**config.mk**
```make
export PLATFORM = sky130hd
export DESIGN_NAME = cam_capture_ctrl
export DESIGN_NICKNAME = d
export VERILOG_FILES = /design/src/rtl/cam_capture_ctrl_pkg.sv /design/src/rtl/cam_capture_ctrl_sync_edge.sv /design/src/rtl/cam_capture_ctrl.sv
export SDC_FILE = /design/constraint.sdc
export NUM_CORES = 1
export LEC_CHECK = 0
export BUFFER_PORTS_ARGS = -buffer_cell sky130_fd_sc_hd__buf_2
export CORE_ASPECT_RATIO = 1.75
export CORE_MARGIN = 2
export CORE_UTILIZATION = 54
export DETAILED_ROUTE_END_ITERATION = 8
export PLACE_DENSITY_LB_ADDON = 0.08
export SLEW_MARGIN = 20
export SYNTH_ARGS = -nofsm -noshare
export SYNTH_HDL_FRONTEND = slang
export SYNTH_HIERARCHICAL = 1
export SYNTH_SLANG_ARGS = --single-unit
```
**constraint.sdc**
```tcl
create_clock -name clk -period 2.5 [get_ports clk]
set_input_delay 0.25 -clock clk [delete_from_list [all_inputs] [get_ports clk]]
set_output_delay 0.25 -clock clk [all_outputs]
set_load 0.01 [all_outputs]
```
**src/rtl/cam_capture_ctrl_pkg.sv**
```systemverilog
// Shared encodings and defaults for the OV7670 frame capture sequencer.
package cam_capture_ctrl_pkg;

    localparam logic [2:0] ST_IDLE    = 3'd0;
    localparam logic [2:0] ST_WAIT_VS = 3'd1;
    localparam logic [2:0] ST_CAPTURE = 3'd2;
    localparam logic [2:0] ST_DONE    = 3'd3;
    localparam logic [2:0] ST_ERROR   = 3'd4;

    typedef logic [1:0] err_t;

    localparam err_t ERR_NONE     = 2'd0;
    localparam err_t ERR_LINE_LEN = 2'd1;
    localparam err_t ERR_LINE_CNT = 2'd2;
    localparam err_t ERR_TIMEOUT  = 2'd3;

    localparam int H_PIX_DEF   = 160;
    localparam int V_LINES_DEF = 120;
    localparam int CNT_W_DEF   = 9;
    localparam int TIMEOUT_DEF = 1_000_000;

    // The first fault seen in a frame is the one reported for that frame.
    function automatic err_t err_first(input err_t held, input err_t fresh);
        return (held != ERR_NONE) ? held : fresh;
    endfunction

endpackage

```
**src/rtl/cam_capture_ctrl_sync_edge.sv**
```systemverilog
// Two-flop synchronizer for a camera timing signal, plus registered rise/fall pulses.
// level, rise and fall all change in the same cycle, three clocks after the input.
module cam_capture_ctrl_sync_edge (
    input  logic clk,
    input  logic rst,
    input  logic raw,
    output logic level,
    output logic rise,
    output logic fall
);

    logic meta;
    logic sync;
    logic dly;

    always_ff @(posedge clk or negedge rst) begin
        if (!rst) begin
            meta <= 1'b0;
            sync <= 1'b0;
            dly  <= 1'b0;
            rise <= 1'b0;
            fall <= 1'b0;
        end else begin
            meta <= raw;
            sync <= meta;
            dly  <= sync;
            rise <= sync & ~dly;
            fall <= ~sync & dly;
        end
    end

    assign level = dly;

endmodule

```
**src/rtl/cam_capture_ctrl.sv**
```systemverilog
// Frame sequencer for the OV7670 capture path: arms on request, aligns to vsync,
// gates datapath writes, checks frame geometry and swaps the display banks.
//
// state   | meaning
// IDLE    | waiting for cap_req
// WAIT_VS | armed, waiting for vsync fall (frame start)
// CAPTURE | frame in progress, datapath writes enabled
// DONE    | good frame: swap banks, count it (1 cycle)
// ERROR   | bad frame: banks untouched, err_code held (1 cycle)
module cam_capture_ctrl
    import cam_capture_ctrl_pkg::*;
#(
    parameter int H_PIX   = H_PIX_DEF,
    parameter int V_LINES = V_LINES_DEF,
    parameter int CNT_W   = CNT_W_DEF,
    parameter int TIMEOUT = TIMEOUT_DEF
) (
    input  logic       clk,
    input  logic       rst,
    input  logic       cap_req,
    input  logic       cont,
    input  logic       abort,
    input  logic       CAM_vsync,
    input  logic       CAM_href,
    input  logic       px_wr,
    output logic       cap_en,
    output logic       addr_clr,
    output logic       bank_wr,
    output logic       bank_rd,
    output logic       busy,
    output logic       frame_done,
    output logic [1:0] err_code,
    output logic [7:0] frame_cnt
);

    localparam int               WD_W     = $clog2(TIMEOUT + 1);
    localparam logic [CNT_W-1:0] CNT_MAX  = '1;
    localparam logic [CNT_W-1:0] PIX_TGT  = CNT_W'(H_PIX);
    localparam logic [CNT_W-1:0] LINE_TGT = CNT_W'(V_LINES);
    localparam logic [WD_W-1:0]  WD_LOAD  = WD_W'(TIMEOUT - 1);

    logic [2:0]       state;
    logic [2:0]       state_nx;
    logic             vs_lvl;
    logic             vs_rise;
    logic             vs_fall;
    logic             hr_lvl;
    logic             hr_rise;
    logic             hr_fall;
    logic [CNT_W-1:0] pix_cnt;
    logic [CNT_W-1:0] line_cnt;
    logic [WD_W-1:0]  wdog;
    err_t             frame_err;
    logic             bank;

    logic wd_active;
    logic timeout;
    logic rearm;
    logic frame_start;
    logic frame_end;
    logic line_bad;
    logic count_bad;
    logic pix_take;

    cam_capture_ctrl_sync_edge u_vs_sync (
        .clk   (clk),
        .rst   (rst),
        .raw   (CAM_vsync),
        .level (vs_lvl),
        .rise  (vs_rise),
        .fall  (vs_fall)
    );

    cam_capture_ctrl_sync_edge u_hr_sync (
        .clk   (clk),
        .rst   (rst),
        .raw   (CAM_href),
        .level (hr_lvl),
        .rise  (hr_rise),
        .fall  (hr_fall)
    );

    always_comb begin
        wd_active   = (state == ST_WAIT_VS) || (state == ST_CAPTURE);
        timeout     = wd_active && (wdog == '0);
        rearm       = (state_nx == ST_WAIT_VS) && (state != ST_WAIT_VS);
        frame_start = (state == ST_WAIT_VS) && vs_fall && !abort && !timeout;
        frame_end   = (state == ST_CAPTURE) && vs_rise && !abort && !timeout;
        line_bad    = (state == ST_CAPTURE) && hr_fall && (pix_cnt != PIX_TGT);
        count_bad   = frame_end && (frame_err == ERR_NONE) && (line_cnt != LINE_TGT);
        // Pixels only count inside an active line and outside vertical blanking.
        pix_take    = px_wr && hr_lvl && !vs_lvl && (pix_cnt != CNT_MAX);
    end

    always_comb begin
        state_nx = state;
        if (abort) begin
            state_nx = ST_IDLE;
        end else begin
            case (state)
                ST_IDLE: begin
                    if (cap_req) state_nx = ST_WAIT_VS;
                end
                ST_WAIT_VS: begin
                    if (timeout)      state_nx = ST_ERROR;
                    else if (vs_fall) state_nx = ST_CAPTURE;
                end
                ST_CAPTURE: begin
                    if (timeout) begin
                        state_nx = ST_ERROR;
                    end else if (frame_end) begin
                        state_nx = ((frame_err == ERR_NONE) && !count_bad) ? ST_DONE : ST_ERROR;
                    end
                end
                ST_DONE, ST_ERROR: begin
                    state_nx = cont ? ST_WAIT_VS : ST_IDLE;
                end
                default: state_nx = ST_IDLE;
            endcase
        end
    end

    // cap_en follows the next state so writes open on the cycle after addr_clr
    // and close on the same edge that leaves CAPTURE.
    always_ff @(posedge clk or negedge rst) begin
        if (!rst) begin
            state  <= ST_IDLE;
            cap_en <= 1'b0;
        end else begin
            state  <= state_nx;
            cap_en <= (state_nx == ST_CAPTURE);
        end
    end

    always_ff @(posedge clk or negedge rst) begin
        if (!rst) begin
            wdog <= '0;
        end else if (rearm) begin
            wdog <= WD_LOAD;
        end else if (wd_active && !timeout) begin
            wdog <= wdog - 1'b1;
        end
    end

    always_ff @(posedge clk or negedge rst) begin
        if (!rst) begin
            pix_cnt  <= '0;
            line_cnt <= '0;
        end else if (frame_start) begin
            pix_cnt  <= '0;
            line_cnt <= '0;
        end else if (state == ST_CAPTURE) begin
            if (hr_rise) begin
                pix_cnt <= '0;
            end else if (pix_take) begin
                pix_cnt <= pix_cnt + 1'b1;
            end
            if (hr_fall && (line_cnt != CNT_MAX)) begin
                line_cnt <= line_cnt + 1'b1;
            end
        end
    end

    // frame_err decides DONE vs ERROR for the current frame; err_code is the
    // sticky copy the host sees, which survives an ERROR re-arm.
    always_ff @(posedge clk or negedge rst) begin
        if (!rst) begin
            frame_err <= ERR_NONE;
        end else if (frame_start) begin
            frame_err <= ERR_NONE;
        end else if (line_bad) begin
            frame_err <= err_first(frame_err, ERR_LINE_LEN);
        end
    end

    always_ff @(posedge clk or negedge rst) begin
        if (!rst) begin
            err_code <= ERR_NONE;
        end else if (!abort) begin
            if ((state == ST_IDLE) && cap_req) begin
                err_code <= ERR_NONE;
            end else if (timeout) begin
                err_code <= ERR_TIMEOUT;
            end else if (line_bad && (frame_err == ERR_NONE)) begin
                err_code <= ERR_LINE_LEN;
            end else if (count_bad) begin
                err_code <= ERR_LINE_CNT;
            end else if (state == ST_DONE) begin
                err_code <= ERR_NONE;
            end
        end
    end

    always_ff @(posedge clk or negedge rst) begin
        if (!rst) begin
            bank      <= 1'b0;
            frame_cnt <= 8'd0;
        end else if ((state == ST_DONE) && !abort) begin
            bank      <= ~bank;
            frame_cnt <= frame_cnt + 8'd1;
        end
    end

    assign addr_clr   = frame_start;
    assign busy       = (state != ST_IDLE);
    assign frame_done = (state == ST_DONE) && !abort;
    assign bank_wr    = bank;
    assign bank_rd    = ~bank;

endmodule
```
==> results of run 1 <==
layout make-up:
cell class,count,share of cell area
Clock buffer,14,0.0442
Inverter,11,0.0100
Multi-Input combinational cell,248,0.427
Sequential cell,64,0.388
Tap cell,80,0.0242
Clock inverter,2,0.00848
Timing Repair Buffer,57,0.0978
worst min-delay path by stage:
stage / startpoint / to / slack, ns / cells past startpoint
final: abort / err_code[0] / 0.24 / 3
after global routing: abort / err_code[0] / 0.26 / 3
after CTS: abort / err_code[0] / 0.24 / 3
after detailed placement: rst / wdog[7] / 0.31 / 1
after global placement: rst / wdog[7] / 0.31 / 1
after floorplan: rst / bank_wr / -0.05 / 0
cells in the final DEF (no fill, tap or decap), types with 4 or more instances in the layout:
cell,Yosys,layout
nor3_1,7,6
and2_1,5,5
o211ai_1,7,7
or3_1,10,10
ha_1,9,9
a21boi_1,4,4
nor2_1,30,29
dfrtp_1,64,64
nor4bb_1,5,4
and3_1,6,6
or2_2,5,5
nand4_1,9,9
a21oi_1,11,10
or4_1,5,4
xor2_1,11,11
o21ai_0,12,10
o31ai_1,4,4
nand3_1,11,11
inv_1,11,11
xnor2_1,17,17
buf_2,2,24
nand2_1,25,25
buf_4,2,27
clkbuf_8,0,13
sequential cells by signal, summed over array words and instances, names as in the netlist:
name             flops
u_vs_sync/level      1
pix_cnt              9
u_hr_sync/sync       1
u_hr_sync/fall       1
frame_err            1
err_code             2
u_hr_sync/level      1
wdog                20
u_vs_sync/fall       1
u_hr_sync/meta       1
u_vs_sync/rise       1
u_hr_sync/rise       1
frame_cnt            8
u_vs_sync/sync       1
bank_wr              1
state                3
u_vs_sync/meta       1
line_cnt             9
cap_en               1
metal layers:
layer | GRT usage | wire (µm) | part of all wire | vias to the layer above
met5 | 0 | 0 | 0 | -
met2 | 0.412 | 4060 | 0.55 | 48
met4 | 0.179 | 347 | 0.047 | 0
met1 | 0.241 | 2810 | 0.38 | 1330
met3 | 0.0433 | 205 | 0.028 | 27
li1 | - | - | - | 1324
cell families after synthesis:
| group | Yosys count | synth area share |
|---|---|---|
| compound gates | 59 | 0.127 |
| mux | 5 | 0.0166 |
| xor+xnor | 28 | 0.0721 |
| buf+inv | 24 | 0.0316 |
| fa+ha+maj | 9 | 0.0331 |
| simple gates | 147 | 0.248 |
| flops | 64 | 0.471 |
power groups by stage:
| stage | sequential [W] | combinational, W | clock (W) |
|---|---|---|---|
| 6_report | 0.00125 | 0.000393 | 0.000942 |
| 5_1_grt | 0.00125 | 0.000447 | 0.00102 |
| 4_1_cts | 0.00124 | 0.000391 | 0.000968 |
| 3_5_place_dp | 0.00126 | 0.000384 | 0 |
| 3_3_place_gp | 0.00125 | 0.000373 | 0 |
| 2_1_floorplan | 0.00124 | 0.000251 | 0 |
what timing repair did:
action,CTS,global route
pin swaps,0,2
gates resized for setup,3,11
hold buffers,3,0
setup buffers,0,2
cloned,0,1
endpoints found under the hold margin,29,0
endpoints found under the setup margin,10,18
stage by stage:
step | setup TNS [ns] | area [µm²] | hold WS (ns) | cells
floorplan | 0 | 3420 | -0.0456 | 336
global placement | -0.555 | 3800 | 0.313 | 454
detailed placement | -0.456 | 3800 | 0.310 | 454
CTS | 0 | 4070 | 0.236 | 473
global route | -0.0372 | 4130 | 0.262 | 476
finish | 0 | 4130 | 0.238 | 476
critical path, cell delays in order (launching register included):
cell and delay (ns):
dfrtp_1 0.39, ha_1 0.23, and3_1 0.19, and3_1 0.20, and3_1 0.18, ha_1 0.20
nor4bb_4 0.31, o21ai_2 0.15, nor3_2 0.23, xnor2_1 0.15, nor2_1 0.06
==> flow_summary.toml, run 1 <==
[status]
status = "completed"

[floorplan]
dieArea_um2 = 6970
row_count = 38
start_util = 0.554
die_w_um = 64.0
ios = 24
core_um2 = 6130
die_y_um = 109

[detailed_routing]
vias_per_cell = 5.73
drtPass1Iterations = 4
routed_wl_mm = 7.42
drc = 0
ant_nets = 0
wire_per_inst_um = 15.6
num_vias = 2729
drt_iter0_drc = 122

[clock_tree]
cts_tree = "built"
clkSinkCount = 64
root_buffer = "clkbuf_8"
cts_buffers = 9
clockBufferDepth = 2
clk_latency_ns = 0.35
h-tree-depth = 3
path_clk_slew_ns = 0.06

[grt]
grt_pass1_vias = 2733
grt_pass1_wl_mm = 12.2
grt_max_degree = 38
antenna_found_initial = 0
grt_overflow = 0
track_usage = 0.234

[setup_path]
startpoint = "pix_cnt[0]"
r2r_setup_slack_ns = 0.09
crit_type = "flip-flop to flip-flop"
start_kind = "flip-flop"
worstReg2RegEnd = "pix_cnt[5]"
cp-end-kind = "flip-flop"
path_max_fanout = 5
r2r_cells = 10
r2r-start = "pix_cnt[0]"
crit_end = "pix_cnt[5]"
arrival_ns = 2.65
cp_data_required_time_ns = 2.74

[synthesis]
yosysMostFrequentCell = "dfrtp_1"
synth_cell_types = 61
synthTopCellsByArea = "dfrtp_1, xnor2_1, ha_1"
synthTopCellsByCount = "dfrtp_1, nor2_1, nand2_1"
netlist_area_um2 = 3400
syn_nets = 353
synthCells = 336
synth_seq_area_share = 0.471
yosys_warnings = 6
async_reset_ff_frac = 1.00
synthFlopType = "dfrtp_1"
netlist.area_leader.share = 0.471
synth_edf_count = 0
syn_avg_cell_area_um2 = 10.1
synth.ff_latch_count = 64
synth_top_cell_by_area = "dfrtp_1"

[power_and_ir_drop]
power_switching_w = 0.000693
switching_share = 0.268
internal-power_w = 0.00189
clock_power_share = 0.365
seqPwrFrac = 0.483
powerDensity_nw_per_um2 = 625
leakage_nw = 1.80
ir_drop_mv = 0.493
power.share.combinational = 0.152
total_power_w = 0.00258

[final_layout]
finalNetCount = 408
register_area_um2 = 1600
diodes = 0
multi_input_area_um2 = 1770
fill_cells = 505
syn_to_final_growth_pct = 21.4
post-route-util = 0.673
drive_gt1_frac = 0.242

[sta]
fin_ws_ns = 0.0881
hold_violations = 0
period_share = 0.965
max_freq_mhz = 415
rsz0062_at_grt = "yes"
setup_viol = 0
fin_crit_ns = 2.41
slew_viol_final = 0
max_slew_margin = 0.561
worst_pin_slew_ns = 0.659
finClkSkew_ns = 0.00604

[place]
hpwl_mm = 5.43
pre_cts_ws_ns = -0.0644
gp_congestion = 0.920
io_buffer_count = 23

[min_path]
hp-class = "primary input to flip-flop"

[flow_run]
cap_violations = 0
Power figures use the tool's default switching activity.
==> inputs of run 2 (changes only) <==
--- a/config.mk
+++ b/config.mk
@@ -14,5 +14,4 @@
 export SLEW_MARGIN = 20
 export SYNTH_ARGS = -nofsm -noshare
 export SYNTH_HDL_FRONTEND = slang
-export SYNTH_HIERARCHICAL = 1
 export SYNTH_SLANG_ARGS = --single-unit
==> run 2 against run 1 <==
Die area fell by 0.42%. Hold slack got worse by 0.17 ns. Setup slack got worse by 0.019 ns. Final cell count fell by 1.1%. Clock-buffer cell count fell by 1. Core utilization fell by 3.1 points. Routed wire length fell by 1.5%. Critical endpoint unchanged. Largest power group unchanged. Highest routed layer unchanged.
==> flow_summary.toml, run 2 <==
[sta]
hold_violations = 0
worst_pin_slew_ns = 0.815
max_freq_mhz = 411
slew_viol_final = 0
finClkSkew_ns = 0.00864
fin_crit_ns = 2.43
period_share = 0.972
setup_viol = 0
max_slew_margin = 0.457
rsz0062_at_grt = "yes"

[synthesis]
synthCells = 343
synth.ff_latch_count = 64
synth_edf_count = 0
synthFlopType = "dfrtp_1"
synth_top_cell_by_area = "dfrtp_1"
synthTopCellsByCount = "dfrtp_1, nand2_1, nor2_1"
netlist.area_leader.share = 0.473
synth_cell_types = 56
syn_avg_cell_area_um2 = 9.87
syn_nets = 360
synth_seq_area_share = 0.473
yosys_warnings = 0
async_reset_ff_frac = 1.00
yosysMostFrequentCell = "dfrtp_1"
synthTopCellsByArea = "dfrtp_1, xor2_1, nand2_1"
netlist_area_um2 = 3390

[setup_path]
arrival_ns = 2.70
cp_data_required_time_ns = 2.77
path_max_fanout = 6
r2r-start = "pix_cnt[0]"
start_kind = "flip-flop"
cp-end-kind = "flip-flop"
r2r_cells = 11
worstReg2RegEnd = "pix_cnt[5]"
r2r_setup_slack_ns = 0.07
crit_type = "flip-flop to flip-flop"

[floorplan]
die_w_um = 63.9
dieArea_um2 = 6940
ios = 24
start_util = 0.552
core_um2 = 6130
die_y_um = 109
row_count = 38

[grt]
grt_pass1_wl_mm = 12.2
grt_overflow = 0
top_usage_layer = "met2"
track_usage = 0.229
grtUsageMet3 = 0.0557
grt_pass1_vias = 2633
grt_max_degree = 65
met2_usage = 0.402
antenna_found_initial = 0
use_met1 = 0.259

[power_and_ir_drop]
leakage_nw = 1.72
ir_drop_mv = 0.547
powerDensity_nw_per_um2 = 619

[detailed_routing]
drt_iter0_drc = 125
routed_wl_mm = 7.31
num_vias = 2636
vias_per_cell = 5.60
drc = 0
drtPass1Iterations = 4
wire_per_inst_um = 15.5
ant_nets = 0

[clock_tree]
path_clk_slew_ns = 0.07
cts_buffers = 9
cts_tree = "built"
root_buffer = "clkbuf_8"
clkSinkCount = 64
clockBufferDepth = 2
h-tree-depth = 3
clk_latency_ns = 0.35

[final_layout]
final_cell_mix = "dfrtp_1, nand2_1, nor2_1, buf_2, buf_4"
final_common_cell = "dfrtp_1"
syn_to_final_growth_pct = 16.4
diodes = 0
largest_reg_flops = 20
stdcell_count = 471
largestRegisters = "wdog (20), line_cnt (9), pix_cnt (9)"
post-route-util = 0.642
finalNetCount = 403
fill_cells = 530
largest-register = "wdog"
drive_gt1_frac = 0.207

[place]
gp_congestion = 0.823
hpwl_mm = 5.13
numPlacedInstances = 446
io_buffer_count = 23

[flow_run]
cap_violations = 0

[min_path]
hp-class = "primary input to async pin"

[status]
status = "completed"
run 2: how the worst max path moves through the flow:
stage / startpoint / to / slack [ns] / cells past startpoint
6_report: pix_cnt[0] / pix_cnt[5] / 0.07 / 11
5_1_grt: pix_cnt[0] / pix_cnt[5] / -0.05 / 11
4_1_cts: pix_cnt[1] / pix_cnt[5] / 0.005 / 11
3_5_place_dp: pix_cnt[1] / pix_cnt[5] / 0.03 / 11
3_3_place_gp: pix_cnt[1] / pix_cnt[5] / 0.14 / 11
2_1_floorplan: pix_cnt[0] / pix_cnt[7] / 0.16 / 11
run 2: cell families (layout without fill, tap and decap cells):
group                    after synthesis  count (layout)  synth area share
multiplexers                           2               2           0.00665
AND/OR/NAND/NOR                      152             152             0.249
XOR/XNOR                              35              35            0.0905
buffers and inverters                 27              75            0.0358
AO/OA/AOI/OAI                         54              54             0.112
adder cells (fa/ha/maj)                9               9            0.0333
flip-flops                            64              64             0.473
run 2: final cells by class:
type | instances | area [µm²] | share of cell area
timing repair buffer | 48 | 312 | 0.0791
clock inverter | 3 | 15.0 | 0.00381
inverter | 11 | 41.3 | 0.0105
multi-input combinational | 252 | 1700 | 0.432
tap | 80 | 100 | 0.0254
clock buffer | 13 | 169 | 0.0429
sequential | 64 | 1600 | 0.406
run 2: stage by stage:
stage	cell area (µm²)	setup TNS [ns]	hold WS (ns)	setup WS (ns)	total power, W
6_report	3940	0	0.0667	0.0694	0.00244
3_5_place_dp	3650	0	0.348	0.0336	0.00163
5_1_grt	3940	-0.0491	0.151	-0.0491	0.00257
2_1_floorplan	3390	0	-0.0456	0.161	0.00148
4_1_cts	3850	0	0.000229	0.00518	0.00247
3_3_place_gp	3650	0	0.332	0.138	0.00162
run 2: critical path: stages, from the launching register on:
cell and delay [ns]:
dfrtp_1 0.39, ha_2 0.20, nand3_2 0.09, or2_2 0.13, nor2_1 0.06, ha_1 0.21
nor4bb_4 0.35, o21ai_2 0.11, buf_4 0.18, or3_1 0.33, a21o_1 0.18, a21oi_1 0.12
run 2: repair_timing:
action,4_1_cts,5_1_grt
hold endpoints to repair,1,1
pin swaps,1,2
cloned,0,1
setup buffers,1,5
gates resized for setup,1,6
hold buffers,1,1
setup endpoints to repair,1,6
run 2: power by group:
part	total [W]	switching [W]	internal [W]
clock network	0.000817	0.000381	0.000436
registers	0.00121	0.0000844	0.00113
logic	0.000409	0.000232	0.000177
total	0.00244	0.000698	0.00174
run 2: per-layer routing:
layer | up-vias | routed length, µm
met4 | 0 | 138
met1 | 1292 | 2920
met3 | 13 | 201
met5 | - | 0
li1 | 1295 | -
met2 | 36 | 4050
==> inputs of run 3 (changes only) <==
--- a/config.mk
+++ b/config.mk
@@ -10,7 +10,7 @@
 export CORE_MARGIN = 2
 export CORE_UTILIZATION = 54
 export DETAILED_ROUTE_END_ITERATION = 8
-export PLACE_DENSITY_LB_ADDON = 0.08
+export PLACE_DENSITY = 0.75
 export SLEW_MARGIN = 20
 export SYNTH_ARGS = -nofsm -noshare
 export SYNTH_HDL_FRONTEND = slang
==> run 3 against run 2 <==
Combinational power about the same. First-iteration DRC count up 58%. Global-route usage up 0.21 points. Sequential power about the same. Largest power group unchanged. Non-clock buffer count decreased by 1. Fmax increased by 2.0%. Register-to-register slack better by 0.05 ns.
==> flow_summary.toml, run 3 (synthesized netlist as in run 2, its figures left out) <==
[status]
status = "completed"

[setup_path]
start_kind = "flip-flop"
cp-end-kind = "flip-flop"
arrival_ns = 2.66
path_max_fanout = 5
cp_data_required_time_ns = 2.78
crit_type = "flip-flop to flip-flop"

[sta]
max_slew_margin = 0.467
slew_viol_final = 0
worst_pin_slew_ns = 0.800
max_freq_mhz = 420
fin_crit_ns = 2.38
finClkSkew_ns = 0.00507
setup_viol = 0
tns_ns = 0
period_share = 0.953
rsz0062_at_grt = "yes"
hold_violations = 0

[clock_tree]
postCtsHoldBufs = 0
clkSinkCount = 64
root_buffer = "clkbuf_8"
h-tree-depth = 3
cts_buffers = 9
path_clk_slew_ns = 0.07
clockBufferDepth = 2
cts_tree = "built"
clk_latency_ns = 0.33

[detailed_routing]
ant_nets = 0
drt_iter0_drc = 198
drtPass1Iterations = 4
drc = 0
wire_per_inst_um = 15.8
routed_wl_mm = 7.40
num_vias = 2727
vias_per_cell = 5.80

[place]
hpwl_mm = 5.28
io_buffer_count = 23
gp_congestion = 0.945
post_dp_cell_area_um2 = 3670

[final_layout]
syn_to_final_growth_pct = 17.2
largest_reg_flops = 20
finalNetCount = 402
diodes = 0
largestRegisters = "wdog (20), line_cnt (9), pix_cnt (9)"
final_common_cell = "dfrtp_1"
largest-register = "wdog"
drive_gt1_frac = 0.221
finalInstanceArea_um2 = 3970
final_cell_mix = "dfrtp_1, nand2_1, nor2_1, buf_2, buf_4"

[power_and_ir_drop]
power_switching_w = 0.000720
internal-power_w = 0.00188
powerDensity_nw_per_um2 = 656
clock_power_share = 0.378
power.share.combinational = 0.156
switching_share = 0.277
ir_drop_mv = 0.562
leakage_nw = 1.73
seqPwrFrac = 0.466

[floorplan]
ios = 24
die_w_um = 63.9
dieArea_um2 = 6940
die_y_um = 109
row_count = 38
start_util = 0.552
core_um2 = 6130

[grt]
grt_pass1_vias = 2764
grt_overflow = 0
antenna_found_initial = 0
grt_pass1_wl_mm = 12.5
track_usage = 0.231
grt_max_degree = 65

[flow_run]
cap_violations = 0

[min_path]
hp-class = "primary input to flip-flop"
==> run 3: cell types whose count changed in the layout (fill, tap and decap cells not counted), sizes merged <==
| cell | before | now |
|---|---|---|
| clkinvlp | 0 | 1 |
| dlygate4sd3 | 2 | 0 |
| buf | 45 | 46 |
| bufinv | 0 | 2 |
| clkbuf | 13 | 10 |
==> run 3: worst max-delay path: stages, from the launching register on <==
cell and delay (ns):
dfrtp_1 0.38, ha_2 0.19, nand3_2 0.08, or2_4 0.13
nor2_1 0.05, ha_1 0.18, nor4bb_2 0.34, o21ai_1 0.14
buf_4 0.18, or3_4 0.37, a21oi_2 0.13, o21ba_2 0.15
==> run 3: what timing repair did <==
action	CTS	global route
endpoints found under the setup margin	1	9
setup buffers	1	3
cloned	0	1
pin swaps	1	3
gates resized for setup	1	9
==> run 3: path summary, 6_finish.rpt <==
| kind | from | to | slack, ns | cells after the start |
|---|---|---|---|---|
| setup / recovery | pix_cnt[0] | pix_cnt[3] | 0.12 | 11 |
| setup reg to reg | pix_cnt[0] | pix_cnt[3] | 0.12 | 11 |
| min in group asynchronous | rst | wdog[9] | 0.08 | 2 |
| hold reg to reg | u_vs_sync.meta | u_vs_sync.sync | 0.35 | 0 |
| max in group asynchronous | rst | wdog[2] | 1.89 | 2 |
| hold / removal | CAM_href | u_hr_sync.meta | 0.02 | 1 |
==> run 3: layer usage <==
layer	track usage	part of all wire	vias up
met5	0	0	-
met4	0.116	0.026	0
met3	0.0361	0.029	18
met2	0.429	0.56	61
met1	0.248	0.39	1351
li1	-	-	1297
==> run 3: final cells by class <==
type,count,area [µm²]
clock inverters,6,82.6
fillers,498,2160
well taps,80,100
inverters,11,41.3
repair buffers,47,299
clock buffers,10,138
multi-input cells,252,1710
flip-flops and latches,64,1600
==> run 3: stage by stage <==
| stage | hold slack [ns] | setup slack, ns | cells | util | power [W] |
|---|---|---|---|---|---|
| 3_5_place_dp | 0.342 | 0.0903 | 449 | 0.598 | 0.00163 |
| 3_3_place_gp | 0.336 | 0.129 | 449 | 0.598 | 0.00161 |
| 4_1_cts | 0.0132 | 0.0472 | 466 | 0.636 | 0.00262 |
| 5_1_grt | 0.0137 | -0.0342 | 470 | 0.647 | 0.00273 |
| 6_report | 0.0212 | 0.117 | 470 | 0.647 | 0.00260 |
| 2_1_floorplan | -0.0456 | 0.161 | 343 | - | 0.00148 |
==> run 3: power groups by stage <==
stage	Sequential [W]	Combinational (W)	Clock (W)
5_1_grt	0.00123	0.000458	0.00104
3_3_place_gp	0.00122	0.000390	0
4_1_cts	0.00121	0.000407	0.000998
2_1_floorplan	0.00122	0.000260	0
3_5_place_dp	0.00123	0.000403	0
6_report	0.00121	0.000406	0.000984
